**src/rtl/key_conditioner_pkg.sv**
```systemverilog
// Shared constants for the key conditioner: channel widths, button/switch bit indices,
// default timing and the repeat FSM state encodings.
package key_conditioner_pkg;

  localparam int unsigned NOTE_KEY_BITS   = 7;
  localparam int unsigned LENGTH_KEY_BITS = 7;
  localparam int unsigned BTN_BITS        = 4;
  localparam int unsigned SW_BITS         = 2;
  localparam int unsigned NUM_CHANNELS    = BTN_BITS + NOTE_KEY_BITS + LENGTH_KEY_BITS + SW_BITS;

  localparam int unsigned BTN_SUBMIT   = 0;
  localparam int unsigned BTN_CANCEL   = 1;
  localparam int unsigned BTN_OCT_UP   = 2;
  localparam int unsigned BTN_OCT_DOWN = 3;

  localparam int unsigned SW_RESET = 0;
  localparam int unsigned SW_IS_RW = 1;

  localparam int unsigned DEF_DEBOUNCE_CYCLES = 2_000_000;
  localparam int unsigned DEF_REPEAT_DELAY    = 50_000_000;
  localparam int unsigned DEF_REPEAT_PERIOD   = 20_000_000;

  localparam logic [1:0] RPT_IDLE   = 2'd0;
  localparam logic [1:0] RPT_DELAY  = 2'd1;
  localparam logic [1:0] RPT_REPEAT = 2'd2;

  // Key vectors are at most 7 wide, so an 8-bit population count covers both.
  function automatic logic [3:0] count_ones(input logic [7:0] v);
    logic [3:0] n;
    n = '0;
    for (int i = 0; i < 8; i++) begin
      n = n + {3'b000, v[i]};
    end
    return n;
  endfunction

endpackage

```
**src/rtl/key_conditioner_if.sv**
```systemverilog
// Raw front-panel inputs and their conditioned outputs; slave is the conditioner's view.
interface key_conditioner_if;
  import key_conditioner_pkg::*;

  logic [BTN_BITS-1:0]        raw_btn;
  logic [NOTE_KEY_BITS-1:0]   raw_note;
  logic [LENGTH_KEY_BITS-1:0] raw_len;
  logic [SW_BITS-1:0]         raw_sw;

  logic [BTN_BITS-1:0]        btn_level;
  logic [BTN_BITS-1:0]        btn_pulse;
  logic [NOTE_KEY_BITS-1:0]   note_onehot;
  logic                       note_multi;
  logic [LENGTH_KEY_BITS-1:0] len_onehot;
  logic [SW_BITS-1:0]         sw_level;

  modport slave (
    input  raw_btn, raw_note, raw_len, raw_sw,
    output btn_level, btn_pulse, note_onehot, note_multi, len_onehot, sw_level
  );

  modport master (
    output raw_btn, raw_note, raw_len, raw_sw,
    input  btn_level, btn_pulse, note_onehot, note_multi, len_onehot, sw_level
  );

endinterface

```
**src/rtl/key_conditioner_debounce_cell.sv**
```systemverilog
// Purpose: 2-flop synchronizer plus stability counter for one asynchronous input.
// Latency: stable follows raw on the (DEBOUNCE_CYCLES+2)th edge after raw is first sampled.
// Backpressure: none; free-running level input and output.
module debounce_cell #(
  parameter int unsigned DEBOUNCE_CYCLES = 2
) (
  input  logic clk,
  input  logic rst_n,
  input  logic raw,
  output logic stable
);

  localparam int unsigned     CW       = $clog2(DEBOUNCE_CYCLES);
  localparam logic [CW-1:0]   CNT_LAST = CW'(DEBOUNCE_CYCLES - 1);

  logic          sync_q1;
  logic          sync_q2;
  logic [CW-1:0] cnt;

  always_ff @(posedge clk or negedge rst_n) begin
    if (!rst_n) begin
      sync_q1 <= 1'b0;
      sync_q2 <= 1'b0;
      stable  <= 1'b0;
      cnt     <= '0;
    end else begin
      sync_q1 <= raw;
      sync_q2 <= sync_q1;
      // Any agreeing cycle restarts the count, so short glitches never land.
      if (sync_q2 == stable) begin
        cnt <= '0;
      end else if (cnt == CNT_LAST) begin
        stable <= sync_q2;
        cnt    <= '0;
      end else begin
        cnt <= cnt + CW'(1);
      end
    end
  end

endmodule

```
**src/rtl/key_conditioner.sv**
```systemverilog
// Purpose: debounces 20 front-panel inputs, makes press pulses, octave auto-repeat and one-hot key decode.
// Latency: levels and press pulses appear DEBOUNCE_CYCLES+2 edges after the raw change; decode is combinational.
// Backpressure: none; pulses are single-cycle and must be consumed when asserted.
module key_conditioner
  import key_conditioner_pkg::*;
#(
  parameter int unsigned DEBOUNCE_CYCLES = DEF_DEBOUNCE_CYCLES,
  parameter int unsigned REPEAT_DELAY    = DEF_REPEAT_DELAY,
  parameter int unsigned REPEAT_PERIOD   = DEF_REPEAT_PERIOD
) (
  input  logic             clk,
  input  logic             rst_n,
  key_conditioner_if.slave kc
);

  localparam int unsigned    REPEAT_MAX  = (REPEAT_DELAY > REPEAT_PERIOD) ? REPEAT_DELAY : REPEAT_PERIOD;
  localparam int unsigned    RCW         = (REPEAT_MAX > 1) ? $clog2(REPEAT_MAX) : 1;
  localparam logic [RCW-1:0] DELAY_LAST  = RCW'(REPEAT_DELAY - 1);
  localparam logic [RCW-1:0] PERIOD_LAST = RCW'(REPEAT_PERIOD - 1);

  logic [NUM_CHANNELS-1:0] raw_all;
  logic [NUM_CHANNELS-1:0] stable_all;

  assign raw_all = {kc.raw_sw, kc.raw_len, kc.raw_note, kc.raw_btn};

  for (genvar g = 0; g < NUM_CHANNELS; g++) begin : g_chan
    debounce_cell #(
      .DEBOUNCE_CYCLES(DEBOUNCE_CYCLES)
    ) u_cell (
      .clk   (clk),
      .rst_n (rst_n),
      .raw   (raw_all[g]),
      .stable(stable_all[g])
    );
  end

  logic [BTN_BITS-1:0]        btn_stable;
  logic [BTN_BITS-1:0]        btn_prev;
  logic [BTN_BITS-1:0]        btn_rise;
  logic [BTN_BITS-1:0]        press;
  logic [BTN_BITS-1:0]        pulse_out;
  logic [NOTE_KEY_BITS-1:0]   note_stable;
  logic [LENGTH_KEY_BITS-1:0] len_stable;
  logic [SW_BITS-1:0]         sw_stable;
  logic [3:0]                 note_ones;
  logic [3:0]                 len_ones;

  assign btn_stable  = stable_all[BTN_BITS-1:0];
  assign note_stable = stable_all[BTN_BITS +: NOTE_KEY_BITS];
  assign len_stable  = stable_all[BTN_BITS + NOTE_KEY_BITS +: LENGTH_KEY_BITS];
  assign sw_stable   = stable_all[NUM_CHANNELS-1 -: SW_BITS];

  always_comb begin
    btn_rise = btn_stable & ~btn_prev;
    press    = btn_rise;
    // Cancel wins over a submit that rises in the same cycle.
    if (btn_rise[BTN_CANCEL]) begin
      press[BTN_SUBMIT] = 1'b0;
    end
  end

  // Index 0 tracks oct_up, index 1 tracks oct_down.
  logic [1:0]     oct_lvl;
  logic [1:0]     oct_press;
  logic [1:0]     rep_fire;
  logic           both_held;
  logic [1:0]     rep_state [2];
  logic [RCW-1:0] rep_cnt   [2];

  assign oct_lvl   = {btn_stable[BTN_OCT_DOWN], btn_stable[BTN_OCT_UP]};
  assign oct_press = {press[BTN_OCT_DOWN], press[BTN_OCT_UP]};
  assign both_held = &oct_lvl;

  always_comb begin
    rep_fire = '0;
    for (int j = 0; j < 2; j++) begin
      rep_fire[j] = oct_lvl[j] && !both_held &&
                    (((rep_state[j] == RPT_DELAY)  && (rep_cnt[j] == DELAY_LAST)) ||
                     ((rep_state[j] == RPT_REPEAT) && (rep_cnt[j] == PERIOD_LAST)));
    end
  end

  always_ff @(posedge clk or negedge rst_n) begin
    if (!rst_n) begin
      btn_prev <= '0;
      for (int j = 0; j < 2; j++) begin
        rep_state[j] <= RPT_IDLE;
        rep_cnt[j]   <= '0;
      end
    end else begin
      btn_prev <= btn_stable;
      for (int j = 0; j < 2; j++) begin
        if (!oct_lvl[j] || both_held) begin
          rep_state[j] <= RPT_IDLE;
          rep_cnt[j]   <= '0;
        end else begin
          case (rep_state[j])
            RPT_IDLE: begin
              if (oct_press[j]) begin
                rep_state[j] <= RPT_DELAY;
                rep_cnt[j]   <= '0;
              end
            end
            RPT_DELAY: begin
              if (rep_cnt[j] == DELAY_LAST) begin
                rep_state[j] <= RPT_REPEAT;
                rep_cnt[j]   <= '0;
              end else begin
                rep_cnt[j] <= rep_cnt[j] + RCW'(1);
              end
            end
            RPT_REPEAT: begin
              if (rep_cnt[j] == PERIOD_LAST) begin
                rep_cnt[j] <= '0;
              end else begin
                rep_cnt[j] <= rep_cnt[j] + RCW'(1);
              end
            end
            default: begin
              rep_state[j] <= RPT_IDLE;
              rep_cnt[j]   <= '0;
            end
          endcase
        end
      end
    end
  end

  always_comb begin
    pulse_out               = press;
    pulse_out[BTN_OCT_UP]   = press[BTN_OCT_UP]   | rep_fire[0];
    pulse_out[BTN_OCT_DOWN] = press[BTN_OCT_DOWN] | rep_fire[1];
  end

  assign note_ones = count_ones(8'(note_stable));
  assign len_ones  = count_ones(8'(len_stable));

  assign kc.btn_level   = btn_stable;
  assign kc.btn_pulse   = pulse_out;
  assign kc.note_onehot = (note_ones == 4'd1) ? note_stable : '0;
  assign kc.note_multi  = (note_ones > 4'd1);
  assign kc.len_onehot  = (len_ones == 4'd1) ? len_stable : '0;
  assign kc.sw_level    = {sw_stable[SW_IS_RW], sw_stable[SW_RESET]};

endmodule

```
**src/flat_wrapper.sv**
```systemverilog
// flat-port wrapper written by rule: the top's interface ports become plain ports
module key_conditioner_flat import key_conditioner_pkg::*;
#(
  parameter int unsigned DEBOUNCE_CYCLES = DEF_DEBOUNCE_CYCLES,
  parameter int unsigned REPEAT_DELAY    = DEF_REPEAT_DELAY,
  parameter int unsigned REPEAT_PERIOD   = DEF_REPEAT_PERIOD
)
  (clk, rst_n, kc_raw_btn, kc_raw_note, kc_raw_len, kc_raw_sw, kc_btn_level, kc_btn_pulse, kc_note_onehot, kc_note_multi, kc_len_onehot, kc_sw_level);
  key_conditioner_if kc_i ();
  input  logic clk;
  input  logic rst_n;
  input wire logic [$bits(kc_i.raw_btn)-1:0] kc_raw_btn;
  input wire logic [$bits(kc_i.raw_note)-1:0] kc_raw_note;
  input wire logic [$bits(kc_i.raw_len)-1:0] kc_raw_len;
  input wire logic [$bits(kc_i.raw_sw)-1:0] kc_raw_sw;
  output wire logic [$bits(kc_i.btn_level)-1:0] kc_btn_level;
  output wire logic [$bits(kc_i.btn_pulse)-1:0] kc_btn_pulse;
  output wire logic [$bits(kc_i.note_onehot)-1:0] kc_note_onehot;
  output wire logic [$bits(kc_i.note_multi)-1:0] kc_note_multi;
  output wire logic [$bits(kc_i.len_onehot)-1:0] kc_len_onehot;
  output wire logic [$bits(kc_i.sw_level)-1:0] kc_sw_level;
  assign kc_i.raw_btn = kc_raw_btn;
  assign kc_i.raw_note = kc_raw_note;
  assign kc_i.raw_len = kc_raw_len;
  assign kc_i.raw_sw = kc_raw_sw;
  assign kc_btn_level = kc_i.btn_level;
  assign kc_btn_pulse = kc_i.btn_pulse;
  assign kc_note_onehot = kc_i.note_onehot;
  assign kc_note_multi = kc_i.note_multi;
  assign kc_len_onehot = kc_i.len_onehot;
  assign kc_sw_level = kc_i.sw_level;
  key_conditioner #(.DEBOUNCE_CYCLES(DEBOUNCE_CYCLES), .REPEAT_DELAY(REPEAT_DELAY), .REPEAT_PERIOD(REPEAT_PERIOD)) u_core (.clk(clk), .rst_n(rst_n), .kc(kc_i));
endmodule
```
**config.mk**
```make
export PLATFORM = sky130hd
export DESIGN_NAME = key_conditioner_flat
export DESIGN_NICKNAME = d
export VERILOG_FILES = /design/src/rtl/key_conditioner_pkg.sv /design/src/rtl/key_conditioner_if.sv /design/src/rtl/key_conditioner_debounce_cell.sv /design/src/rtl/key_conditioner.sv /design/src/flat_wrapper.sv
export SDC_FILE = /design/constraint.sdc
export NUM_CORES = 1
export LEC_CHECK = 0
export BUFFER_PORTS_ARGS = -buffer_cell sky130_fd_sc_hd__buf_4
export CAP_MARGIN = 20
export CORE_MARGIN = 3
export CORE_UTILIZATION = 45
export DETAILED_ROUTE_END_ITERATION = 10
export GPL_TIMING_DRIVEN = 0
export PLACE_DENSITY = 0.61
export SLEW_MARGIN = 15
export SYNTH_ARGS = -nofsm -noshare
export SYNTH_HDL_FRONTEND = slang
export SYNTH_HIERARCHICAL = 1
export SYNTH_SLANG_ARGS = --single-unit
```
**constraint.sdc**
```tcl
create_clock -name clk -period 5 [get_ports clk]
set_input_delay 1 -clock clk [delete_from_list [all_inputs] [get_ports clk]]
set_output_delay 1 -clock clk [all_outputs]
set_load 0.01 [all_outputs]
```
==> out/qor.csv, run 1 <==
metric,value,unit
status,completed,
synth_top_area_share,48.8,%
gr-usage-met2,30.4,%
dr.first_iter.drc_count,1522,
cts.clk_slew.worst_paths,0.06,ns
die_x,254,um
crit_required,4.00,ns
path_cells,"fa_2, inv_2, fa_1, inv_1, fa_2, fa_1, or2_4, nor2_4, and2_4, buf_4",
crit_start,u_core/g_chan[4].u_cell/stable$_DFFE_PN0P_,
path_delay_family,adder cells,
crit_arrival,3.83,ns
nets,3003,
fin_hold_ws,0.297,ns
wire_per_inst,15.5,um
rows,90,
slew_violations,0,
via_count,21100,
core-area,60700,um2
instances_no_fill,3774,
syn_inst,2825,
reg2reg_from,u_core/rep_cnt[36]$_DFFE_PN0P_,
finalCritPeriodShare,96.5,%
hold_class,primary input to async pin,
synth_flop_cell,dfrtp_1,
r2r_slack,2.41,ns
ys_top_cells_by_area,"dfrtp_1 (49%), xnor2_1 (7.7%), nor2_1 (5.4%)",
insertion_delay,0.62,ns
r2r-end,u_core/rep_cnt[44]$_DFFE_PN0P_,
detailedPlace.worstSlack,0.203,ns
cts_made_buffers,59,
port_buffers,46,
crit_path_end,kc_note_onehot[0],
antenna_found_initial,0,
rr_worst_depth,6,
regArea,13500,um2
antenna_left,0,
vdd_drop_max,0.000283,V
critPathLaunchType,flip-flop,
grt_pass1_wl,102000,um
ctsHtreeMaxLevel,2,
tritoncts,yes,
crit_type,flip-flop to output port,
track_usage,18.4,%
dieArea,64600,um2
final_util,52.0,%
drive_above_1_share,10.9,%
area_growth,13.8,%
nFillCells,5354,
cp_slowest_cell,fa_2,
synth_area,27700,um2
dp.cells,3660,
power_leakage,12.4,nW
cts_root_buf,clkbuf_16,
cpPeakStageDelay,0.63,ns
max_freq,0.207,GHz
yosysTopAreaCell,dfrtp_1,
cts_buffer_depth,3,
fin_total_pwr,9.79,mW
routed_wl,58600,um
initial_utilization,45.7,%
grt_max_degree,104,
synth-seq-area-share,48.8,%
finalSetupTns,0,ns
relSlewSlack,44.9,%
met1_usage,25.4,%
dpl.hpwl,40200,um
multi_input_area,13300,um2
syn_avg_cell_area,9.81,um2
worst_slew_pin_slew,0.825,ns
ys_warn_count,6,
placed_area,29200,um2
vias_per_cell,5.60,
grt_pass1_vias,21100,
cp.depth,10,
n_antenna_cell,0,
async_reset_ff_share,100,%
ios,47,
layout_min_cycle_time,4.83,ns
fin_ws,0.174,ns
power_density,310,nW/um2
drt-pass1-iter-count,7,
drc_errors,0,
hold_viol_final,0,
grt_busiest_layer,met2,
synth_edf_count,0,
cts_sinks,540,
cp-end-kind,output port,
synth.distinct_cells,62,
gp_congestion,0.820,
syn_nets,2886,
die_h,254,um
rsz0062_at_grt,no,
path_buf_inv,3,
maxCapViolations,0,
gr-usage-met3,3.04,%
final_cell_area,31600,um2
fin_skew,0.0168,ns
ys_ff_latch,540,
cp_max_fo,5,
overflow,0,
setup_viol,0,
## worst min-delay path by stage
stage / slack, ns / end / start / depth (start not counted)
5_1_grt: 0.29 / u_core/g_chan[13].u_cell/cnt[11]$_DFF_PN0_ / rst_n / 1
2_1_floorplan: 0.33 / u_core/g_chan[0].u_cell/sync_q2$_DFF_PN0_ / u_core/g_chan[0].u_cell/sync_q1$_DFF_PN0_ / 0
3_5_place_dp: 0.33 / u_core/g_chan[8].u_cell/sync_q2$_DFF_PN0_ / u_core/g_chan[8].u_cell/sync_q1$_DFF_PN0_ / 0
3_3_place_gp: 0.33 / u_core/g_chan[1].u_cell/sync_q2$_DFF_PN0_ / u_core/g_chan[1].u_cell/sync_q1$_DFF_PN0_ / 0
4_1_cts: 0.27 / u_core/g_chan[6].u_cell/cnt[0]$_DFF_PN0_ / rst_n / 1
6_report: 0.30 / u_core/g_chan[0].u_cell/cnt[19]$_DFF_PN0_ / rst_n / 1
## kinds of logic (layout without fill, tap and decap cells)
| family | after synthesis | count (layout) | share of synthesized area [%] |
|---|---|---|---|
| muxes | 20 | 20 | 0.813 |
| adders and majority gates | 39 | 39 | 1.98 |
| buffers and inverters | 241 | 408 | 3.54 |
| AOI/OAI and AO/OA | 323 | 323 | 8.71 |
| xor gates and xnor gates | 315 | 315 | 9.95 |
| and+or+nand+nor | 1347 | 1347 | 26.3 |
| DFF | 540 | 540 | 48.8 |
## where the power goes
part           total (mW)  switching, mW  internal, mW
clock                5.02           1.83          3.18
combinational       0.291          0.198        0.0931
sequential           4.49         0.0600          4.43
total                9.79           2.09          7.70
## what timing repair did
item,in CTS,in global routing
endpoints found under the setup margin,12,9
gates resized for setup,13,2
endpoints found under the hold margin,0,0
buffers inserted,2,1
hold buffers,0,0
pin swaps,3,5
## Yosys cell counts (all sizes together), types with 31 or more instances
cell type  number
nor2          411
or4           142
inv           169
nand3         143
o31ai         101
nor4          118
and2           36
o21ai          32
xnor2         245
xor2           70
buf            45
a21oi         138
ha             31
dfrtp         540
nand2         155
nor3           60
nand4         154
## state kept, by name, summed over array words and instances (netlist names)
name                          cells
u_core/g_chan.u_cell/stable      20
u_core/g_chan.u_cell/sync_q1     20
u_core/rep_cnt                   52
u_core/rep_state                  4
u_core/g_chan.u_cell/sync_q2     20
u_core/btn_prev                   4
u_core/g_chan.u_cell/cnt        420
## area by class of cell
class | count | share of cell area, %
flip-flops and latches | 540 | 42.8
multi-input cells | 2044 | 42.0
clock buffers | 77 | 5.31
well taps | 782 | 3.10
inverters | 169 | 2.01
clock inverters | 34 | 1.88
repair buffers | 56 | 1.74
plain buffers | 72 | 1.10
## worst reg2reg max path, stage by stage, from the launching register on
cell and delay (ns):
dfrtp_1 0.45, or3b_2 0.50, nor4_1 0.46, a21boi_1 0.40, o21ai_2 0.28, buf_2 0.25
a21oi_1 0.11
## cells in the final DEF, fill, tap and decap left out, types with 34 or more instances in the layout
cell type and instances:
clkbuf_1 34, o31ai_1 101, clkbuf_16 61, nor3_1 58, nand2_1 155, nand3_1 143
dfrtp_1 536, or4_1 141, nand4_1 134, inv_1 168, nor4_1 112, buf_4 50
and2_1 34, nor2_1 400, xor2_1 70, xnor2_1 245, a21oi_1 138, buf_2 41
## layer usage
layer / up-vias / share of wire (%)
met5: - / 0
met4: 0 / 2.0
met3: 86 / 4.1
met2: 304 / 46
met1: 10400 / 47
li1: 10400 / -
Power figures use the tool's default switching activity.
==> run 2: changes to the inputs <==
--- a/config.mk
+++ b/config.mk
@@ -5,6 +5,7 @@
 export SDC_FILE = /design/constraint.sdc
 export NUM_CORES = 1
 export LEC_CHECK = 0
+export ABC_AREA = 1
 export BUFFER_PORTS_ARGS = -buffer_cell sky130_fd_sc_hd__buf_4
 export CAP_MARGIN = 20
 export CORE_MARGIN = 3
==> out/qor.csv, run 2 <==
metric,value,unit,change
status,completed,,
rows,96,,+6.7%
grt_max_degree,101,,-2.9%
crit_type,flip-flop to output port,,
largest-register,u_core/g_chan.u_cell/cnt,,
crit_top_cell,fa_1,,
r2r-end,u_core/rep_cnt[3]$_DFFE_PN0P_,,
ys_ff_latch,540,,unchanged
reg2reg_from,u_core/g_chan[3].u_cell/stable$_DFFE_PN0P_,,
syn_avg_cell_area,7.77,um2,-21%
rr_worst_depth,7,,+1
cpPeakStageDelay,0.58,ns,-0.05 ns
grt_pass1_vias,23700,,+12%
cp_slowest_cell,fa_1,,
power_density,264,nW/um2,-15%
largest_register_ffs,420,,unchanged
synth_area,31300,um2,+13%
synth-seq-area-share,43.1,%,-5.6 points
cts.clk_slew.worst_paths,0.06,ns,about the same
port_buffers,46,,unchanged
gp_congestion,0.871,,+6.2%
max_freq,0.209,GHz,+0.80%
antenna_left,0,,unchanged
wire_per_inst,12.8,um,-18%
fin_skew,0.0223,ns,+0.00557 ns
initial_utilization,45.5,%,-0.16 points
crit_start,u_core/g_chan[11].u_cell/stable$_DFFE_PN0P_,,
async_reset_ff_share,100,%,unchanged
vdd_drop_max,0.000241,V,-15%
synthTopCellsByCount,"nor2_1 (840), nand2_1 (750), dfrtp_1 (540)",,
dieArea,72800,um2,+13%
slew_violations,0,,unchanged
ys_warn_count,6,,unchanged
drt-pass1-iter-count,7,,unchanged
via_count,24700,,+17%
syn_nets,4092,,+42%
final_util,50.9,%,-1.0 points
n_antenna_cell,0,,unchanged
final_common_cell,nor2_1,,
synth.distinct_cells,36,,-42%
ios,47,,unchanged
die_x,270,um,+6.2%
synth_edf_count,0,,unchanged
cts_buffer_depth,3,,unchanged
routed_wl,65400,um,+12%
synth_flop_cell,dfrtp_1,,
dr.first_iter.drc_count,1381,,-9.3%
grt_pass1_wl,115000,um,+13%
crit_required,4.00,ns,about the same
top_regs,"u_core/g_chan.u_cell/cnt x420, u_core/rep_cnt x52",,
hold_class,primary input to async pin,,
finalCritPeriodShare,95.8,%,-0.76 points
yosysMostFrequentCell,nor2_1,,
syn_inst,4031,,+43%
nets,4206,,+40%
cts_root_buf,clkbuf_16,,
drive_above_1_share,14.0,%,+3.1 points
insertion_delay,0.64,ns,+0.02 ns
dpl.hpwl,47800,um,+19%
cts_setup_buffers,0,,-2
hold_buffers,0,,unchanged
cp-end-kind,output port,,
area_growth,11.9,%,
ys_top_cells_by_area,"dfrtp_1 (43%), nor2_1 (10%), nand2_1 (9.0%)",,
path_delay_family,adder cells,,
worst_slew_pin_slew,0.624,ns,-0.202 ns
power_leakage,15.4,nW,+25%
overflow,0,,unchanged
setup_viol,0,,unchanged
crit_arrival,3.79,ns,-0.04 ns
maxCapViolations,0,,unchanged
core-area,68800,um2,+13%
die_h,270,um,+6.2%
relSlewSlack,58.2,%,+13 points
fin_total_pwr,9.26,mW,-5.4%
vias_per_cell,4.83,,-14%
hold_viol_final,0,,unchanged
path_cells,"inv_1, fa_1, fa_1, fa_1, inv_1, fa_1, or3_4, nor2_2, buf_4",,
synth_top_area_share,43.1,%,-5.6 points
layout_min_cycle_time,4.79,ns,-0.0382 ns
track_usage,18.3,%,-0.11 points
final_cell_mix,"nor2_1 (839), nand2_1 (750), dfrtp_1 (539), inv_1 (485), nand3_1 (304)",,
antenna_found_initial,2,,+2
yosysTopAreaCell,dfrtp_1,,
path_buf_inv,3,,unchanged
cts_made_buffers,61,,+3.4%
tritoncts,yes,,
ctsHtreeMaxLevel,2,,unchanged
cp_max_fo,7,,+2
r2r_slack,2.71,ns,+0.30 ns
critPathLaunchType,flip-flop,,
drc_errors,0,,unchanged
cts_sinks,540,,unchanged
rsz0062_at_grt,no,,
==> run 2: changes by cell type in the layout (fill, tap and decap cells not counted), moves of 120 or more <==
cell / previous run / this run
xnor2_1: 245 / 43
nand3_1: 143 / 304
inv_1: 168 / 485
or4_1: 141 / 0
nand2_1: 155 / 750
nor2_1: 400 / 839
nor2_4: 1 / 121
==> run 2: metrics by stage <==
step	std cells	hold slack [ns]	cell area, um2	setup TNS (ns)	setup slack [ns]
2_1_floorplan	4031	0.331	31300	0	1.07
3_3_place_gp	5008	0.333	32800	-1666.31	-3.18
3_5_place_dp	5014	0.336	33000	0	0.562
4_1_cts	5125	0.266	35100	0	0.0310
5_1_grt	5125	0.294	35100	0	0.0348
6_report	5125	0.280	35100	0	0.212
==> run 2: layout make-up <==
cell class                      instances  area (um2)
Clock buffer                           84        1730
Timing Repair Buffer                   52         518
Inverter                              526        1970
Buffer                                  9        55.1
Tap cell                              931        1160
Sequential cell                       540       13500
Clock inverter                         28         312
Fill cell                            6625       33800
Multi-Input combinational cell       2955       15800
==> run 2: logic make-up (layout without fill, tap and decap cells) <==
| logic type | after synthesis | count (layout) | synth area share, % |
|---|---|---|---|
| and+or+nand+nor | 2422 | 2422 | 37.7 |
| DFF | 540 | 540 | 43.1 |
| buffers and inverters | 536 | 699 | 6.49 |
| AOI/OAI and AO/OA | 311 | 311 | 5.35 |
| xor gates and xnor gates | 183 | 183 | 5.60 |
| adders and majority gates | 39 | 39 | 1.75 |
==> run 2: worst max path at each step <==
| stage | to | cells after the start | slack [ns] |
|---|---|---|---|
| floorplan | kc_len_onehot[0] | 9 | 1.07 |
| global placement | u_core/g_chan[19].u_cell/cnt[16]$_DFF_PN0_ | 1 | -3.18 |
| detailed placement | kc_len_onehot[2] | 10 | 0.56 |
| CTS | kc_note_onehot[4] | 10 | 0.03 |
| global route | kc_len_onehot[2] | 9 | 0.03 |
| finish | kc_len_onehot[2] | 9 | 0.21 |
==> run 2: layer usage <==
metal / GRT usage (%) / part of all wire, % / vias up
li1: - / - / 13000
met5: 0 / 0.020 / -
met1: 26.0 / 49 / 11400
met3: 2.61 / 3.5 / 91
met4: 4.95 / 2.2 / 2
met2: 29.5 / 45 / 284
==> run 2: worst register-to-register path, cell delays in order (launching register included) <==
cell and delay [ns]:
dfrtp_1 0.71, nand3_1 0.20, nor2_2 0.43, inv_2 0.17
clkbuf_1 0.29, nand2_1 0.14, xor2_1 0.15, nor2_1 0.06
==> run 2: power by group <==
| part | switching [mW] | leakage [nW] | internal [mW] |
|---|---|---|---|
| Clock | 1.83 | 0.989 | 2.68 |
| Combinational | 0.200 | 7.01 | 0.0826 |
| Sequential | 0.0475 | 7.40 | 4.43 |
| Total | 2.08 | 15.4 | 7.19 |
==> run 2: repair_timing <==
item                       4_1_cts  5_1_grt
setup endpoints to repair        1        4
resized for setup                3        1
pin swaps                        1        0
gates cloned                     0        0
